File: src/rtl/sobel_pkg.sv
// Shared constants and FSM encoding for the Sobel output path.
package sobel_pkg;

    localparam int unsigned IMG_W_DEF  = 256;
    localparam int unsigned IMG_H_DEF  = 256;
    localparam int unsigned MAG_W_DEF  = 11;
    localparam int unsigned ADDR_W_DEF = 16;

    typedef enum logic [1:0] {
        StIdle     = 2'd0,
        StBorder   = 2'd1,
        StInterior = 2'd2,
        StDone     = 2'd3
    } state_e;

    localparam logic [7:0] BORDER_PIX = 8'h00;
    localparam logic [7:0] PIX_MAX    = 8'hFF;

endpackage

File: src/rtl/sobel_pix_quant.sv
// Saturates a gradient magnitude to 8 bits and optionally binarises it.
module sobel_pix_quant
    import sobel_pkg::*;
#(
    parameter int unsigned MAG_W = MAG_W_DEF
) (
    input  logic [MAG_W-1:0] mag,
    input  logic             bin_en,
    input  logic [7:0]       threshold,
    output logic [7:0]       pix
);

    logic [7:0] sat;

    always_comb begin
        sat = (mag > MAG_W'(255)) ? PIX_MAX : mag[7:0];
        if (bin_en) begin
            pix = (sat >= threshold) ? PIX_MAX : BORDER_PIX;
        end else begin
            pix = sat;
        end
    end

endmodule

File: src/rtl/sobel_frame_writer.sv
// Writes one raster-order output frame: zero borders, quantised interior magnitudes.
module sobel_frame_writer
    import sobel_pkg::*;
#(
    parameter int unsigned IMG_W  = IMG_W_DEF,
    parameter int unsigned IMG_H  = IMG_H_DEF,
    parameter int unsigned MAG_W  = MAG_W_DEF,
    parameter int unsigned ADDR_W = ADDR_W_DEF
) (
    input  logic              clk,
    input  logic              reset,
    input  logic              start,
    input  logic              bin_en,
    input  logic [7:0]        threshold,
    input  logic              in_valid,
    input  logic [MAG_W-1:0]  in_mag,
    output logic              in_ready,
    output logic              wr_en,
    output logic [ADDR_W-1:0] wr_addr,
    output logic [7:0]        wr_data,
    output logic              busy,
    output logic              done
);

    localparam int unsigned ColW = $clog2(IMG_W);
    localparam int unsigned RowW = $clog2(IMG_H);
    localparam logic [ADDR_W-1:0] LastAddr = ADDR_W'(IMG_W * IMG_H - 1);

    state_e            state_q;
    logic [ColW-1:0]   col_q, col_nxt;
    logic [RowW-1:0]   row_q, row_nxt;
    logic [ADDR_W-1:0] addr_q;
    logic              bin_en_q;
    logic [7:0]        threshold_q;
    logic [7:0]        pix;
    logic              nxt_border;

    sobel_pix_quant #(
        .MAG_W (MAG_W)
    ) u_quant (
        .mag       (in_mag),
        .bin_en    (bin_en_q),
        .threshold (threshold_q),
        .pix       (pix)
    );

    always_comb begin
        if (col_q == ColW'(IMG_W - 1)) begin
            col_nxt = '0;
            row_nxt = row_q + 1'b1;
        end else begin
            col_nxt = col_q + 1'b1;
            row_nxt = row_q;
        end
        nxt_border = (row_nxt == '0) || (row_nxt == RowW'(IMG_H - 1)) ||
                     (col_nxt == '0) || (col_nxt == ColW'(IMG_W - 1));
    end

    assign in_ready = (state_q == StInterior);

    always_ff @(posedge clk) begin
        if (!reset) begin
            state_q     <= StIdle;
            row_q       <= '0;
            col_q       <= '0;
            addr_q      <= '0;
            bin_en_q    <= 1'b0;
            threshold_q <= '0;
            wr_en       <= 1'b0;
            wr_addr     <= '0;
            wr_data     <= '0;
            busy        <= 1'b0;
            done        <= 1'b0;
        end else begin
            wr_en <= 1'b0;
            done  <= 1'b0;
            unique case (state_q)
                StIdle: begin
                    if (start) begin
                        bin_en_q    <= bin_en;
                        threshold_q <= threshold;
                        row_q       <= '0;
                        col_q       <= '0;
                        addr_q      <= '0;
                        busy        <= 1'b1;
                        state_q     <= StBorder;
                    end
                end
                StBorder: begin
                    wr_en   <= 1'b1;
                    wr_addr <= addr_q;
                    wr_data <= BORDER_PIX;
                    col_q   <= col_nxt;
                    row_q   <= row_nxt;
                    addr_q  <= addr_q + 1'b1;
                    // Last pixel is always a border pixel, so completion is only seen here.
                    if (addr_q == LastAddr) begin
                        state_q <= StDone;
                    end else if (!nxt_border) begin
                        state_q <= StInterior;
                    end
                end
                StInterior: begin
                    if (in_valid) begin
                        wr_en   <= 1'b1;
                        wr_addr <= addr_q;
                        wr_data <= pix;
                        col_q   <= col_nxt;
                        row_q   <= row_nxt;
                        addr_q  <= addr_q + 1'b1;
                        if (nxt_border) begin
                            state_q <= StBorder;
                        end
                    end
                end
                StDone: begin
                    done    <= 1'b1;
                    busy    <= 1'b0;
                    state_q <= StIdle;
                end
                default: state_q <= StIdle;
            endcase
        end
    end

endmodule

File: config.mk
export PLATFORM = sky130hd
export DESIGN_NAME = sobel_frame_writer
export DESIGN_NICKNAME = d
export VERILOG_FILES = /design/src/rtl/sobel_pkg.sv /design/src/rtl/sobel_pix_quant.sv /design/src/rtl/sobel_frame_writer.sv
export SDC_FILE = /design/constraint.sdc
export NUM_CORES = 1
export LEC_CHECK = 0
export ABC_AREA = 1
export CAP_MARGIN = 20
export CELL_PAD_IN_SITES_DETAIL_PLACEMENT = 0
export CELL_PAD_IN_SITES_GLOBAL_PLACEMENT = 1
export CORE_MARGIN = 2
export CORE_UTILIZATION = 35
export DETAILED_ROUTE_END_ITERATION = 10
export GPL_TIMING_DRIVEN = 0
export PLACE_DENSITY = 0.76
export SLEW_MARGIN = 20
export SYNTH_ARGS = -nofsm -noshare
export SYNTH_HDL_FRONTEND = slang
export SYNTH_SLANG_ARGS = --single-unit
File: constraint.sdc
create_clock -name clk -period 1.96 [get_ports clk]
set_input_delay 0.392 -clock clk [delete_from_list [all_inputs] [get_ports clk]]
set_output_delay 0.392 -clock clk [all_outputs]
set_load 0.01 [all_outputs]
==> results.py <==
metrics = {
    "status": {
        "status": "finished with violations",
        "failed_checks": "setup timing",
    },
    "setup_path": {
        "critical_path_required_ns": 2.18,
        "path_class": "reg2reg",
        "crit_slowest_cell": "dfxtp_2",
        "critPathMaxFanout": 5,
        "crit_path_end_kind": "flop",
        "worstSetupStartpointType": "flop",
        "crit_path_cell_trace": "ha_4, nand2_4, nor2_4, nand2_4, buf_12, buf_16, nand2_4, nand4_1, nor2_1, nand3_1, nand4_1, nand3_2, nand2_2, a21oi_2",
        "cpMostUsedCell": "nand2_4",
        "max_stage_delay_ns": 0.36,
        "arrival_ns": 2.18,
    },
    "logic_synthesis": {
        "syn_area_um2": 3500,
        "ys_ff_latch": 70,
        "syn_inst": 502,
        "avgSynthCellArea_um2": 6.98,
        "synth_area_leaders": "dfxtp_1, nand2_1, inv_1",
        "synthArstFlopShare_pct": 0,
        "synthFlopType": "dfxtp_1",
        "yosysWarnings": 0,
        "synth-edff-count": 0,
        "synth_seq_area_share_pct": 40.0,
        "synth_top_cell_by_area": "dfxtp_1",
        "synth_top_area_share_pct": 40.0,
        "synth_fp_nets": 543,
        "synth_cell_types": 30,
    },
    "die": {
        "initial_utilization_pct": 36.0,
        "rows": 36,
        "coreArea_um2": 9730,
        "io_pins": 52,
        "die_x_um": 104,
        "die_h_um": 104,
        "fp.dieArea_um2": 10800,
    },
    "job": {
        "max_cap_viol_count": 0,
    },
    "cts": {
        "cts_sinks": 70,
        "clock_path_buffers": 2,
        "path_clk_slew_ns": 0.08,
        "cts_buffers": 9,
        "cts_tree": "done",
        "ctsHtreeMaxLevel": 3,
        "hold_buffers": 0,
        "clk_latency_ns": 0.35,
        "cts-root-buf": "clkbuf_8",
    },
    "route": {
        "firstDrtPassIters": 4,
        "drtIter0Drc": 135,
        "drt_wl_total_um": 10000,
        "wl_met2_um": 4840,
        "drtAntennaViolNets": 0,
        "viasPerCell": 4.85,
        "route.detailed.drc": 0,
        "wl_met1_um": 4630,
        "dr_wl_met3_um": 361,
        "top_layer": "met4",
        "wl_per_cell_um": 13.5,
        "via_count": 3605,
    },
    "placement": {
        "hpwl_um": 6750,
        "place_inst": 686,
        "gp_congestion": 0.798,
        "numPortBuffers": 51,
    },
    "final_layout": {
        "fin_nets": 646,
        "final_cell_mix": "nand2_1, inv_1, dfxtp_1",
        "final_cells": 743,
        "drive_above_1_share_pct": 25.6,
        "fin_util_pct": 53.1,
        "syn_to_final_growth_pct": 47.4,
        "diodes": 0,
        "final_common_cell": "nand2_1",
    },
    "power_and_ir_drop": {
        "p_per_area_nw_per_um2": 1110,
        "seq_power_share_pct": 33.1,
        "p_comb_share_pct": 43.3,
        "switchingPower_mw": 2.19,
        "ir_worst_vdd_mv": 0.697,
        "p_sw_share_pct": 38.1,
        "power.leakage_nw": 2.06,
        "p_int_mw": 3.56,
        "clockPowerShare_pct": 23.6,
    },
    "timing": {
        "finalClockSkew_ns": 0.00969,
        "hold_viol": 0,
        "final-setup-viol-count": 1,
        "max_freq_ghz": 0.509,
        "setup_tns_ns": -0.00325,
        "finalWorstSetupSlack_ns": -0.00325,
        "fin_hold_ws_ns": 0.466,
        "slew_headroom_pct": 65.8,
        "tightest_slew_ns": 0.513,
        "fin_crit_ns": 1.96,
        "drv_slew": 0,
        "fin_crit_sh_pct": 100,
        "rsz0062_at_grt": "true",
    },
    "grt": {
        "grt_pass1_wl_um": 16100,
        "grt_usage_pct": 18.2,
        "grt_overflow_total": 0,
        "grt_max_degree": 15,
        "antenna_found_initial": 0,
        "grt_pass1_vias": 3479,
    },
    "min_path": {
        "hp-class": "reg2reg",
    },
}
[metal layers]
metal  vias up  track usage [%]
met1      1661             22.7
met5         -                0
met4         0             5.21
met3        20             4.32
li1       1860                -
met2        64             31.4
[final cells by class]
| class | instances | area, um^2 |
|---|---|---|
| fill | 974 | 4560 |
| inverter | 78 | 304 |
| timing repair buffer | 94 | 882 |
| clock inverter | 7 | 103 |
| buffer | 11 | 46.3 |
| tap | 133 | 166 |
| multi-input combinational | 341 | 2120 |
| sequential | 70 | 1420 |
| clock buffer | 9 | 124 |
[cell usage after synthesis, types with 3 or more instances]
| master | count |
|---|---|
| o21ai_0 | 39 |
| inv_2 | 3 |
| o211ai_1 | 7 |
| nand3_1 | 27 |
| ha_1 | 17 |
| nand4_1 | 7 |
| nand2_1 | 109 |
| clkbuf_1 | 11 |
| nor3_1 | 10 |
| nor2_1 | 43 |
| a21oi_1 | 45 |
| inv_1 | 74 |
| o22ai_1 | 14 |
| dfxtp_1 | 70 |
| nand2_2 | 6 |
[what timing repair did]
| action | CTS | global route |
|---|---|---|
| cloned | 1 | 0 |
| pin swaps | 31 | 40 |
| gates resized for setup | 61 | 66 |
| setup buffers | 31 | 12 |
| endpoints found under the setup margin | 46 | 33 |
[critical path, delay by kind of cell, from the launching register on]
family	cells	cell delay [ns]
AO/OA/AOI/OAI	1	0.04
adder cells (fa/ha/maj)	1	0.15
buffers and inverters	2	0.25
flip-flops	1	0.36
AND/OR/NAND/NOR	10	1.02
[state kept, by name, indices dropped and copies added, names as in the netlist, 2 cells and up]
register	cells
row_q	8
threshold_q	8
state_q	2
addr_q	16
wr_data	8
wr_addr	16
col_q	8
[metrics by stage]
stage | setup WS, ns | power [mW] | area, um^2
6_report | -0.00325 | 5.75 | 5160
5_1_grt | -0.117 | 6.16 | 5160
4_1_cts | 0.00113 | 5.67 | 4860
3_5_place_dp | -0.685 | 3.94 | 4180
3_3_place_gp | -0.648 | 3.93 | 4180
2_1_floorplan | 0.0618 | 3.05 | 3510
[kinds of logic after synthesis]
kind of cell	Yosys count	share of synthesized area, %
AO/OA/AOI/OAI	113	17.8
XOR/XNOR	1	0.250
adder cells (fa/ha/maj)	17	6.07
buffers and inverters	91	9.96
flip-flops	70	40.0
AND/OR/NAND/NOR	210	26.0
[worst paths after layout]
check	to	from	depth (start not counted)	slack [ns]
max reg2reg	state_q[0]$_SDFFE_PN0P_	col_q[0]$_SDFFE_PN0P_	14	-0.003
max	state_q[0]$_SDFFE_PN0P_	col_q[0]$_SDFFE_PN0P_	14	-0.003
min	wr_data[3]$_SDFFE_PN0P_	wr_data[3]$_SDFFE_PN0P_	2	0.47
min reg2reg	wr_data[3]$_SDFFE_PN0P_	wr_data[3]$_SDFFE_PN0P_	2	0.47
[power by group through the flow]
stage	Clock (mW)	Sequential (mW)	Combinational, mW
global placement	0	1.93	2.00
finish	1.36	1.91	2.49
CTS	1.39	1.90	2.37
detailed placement	0	1.93	2.01
floorplan	0	2.00	1.05
global route	1.46	1.95	2.75
Power figures use the tool's default switching activity.
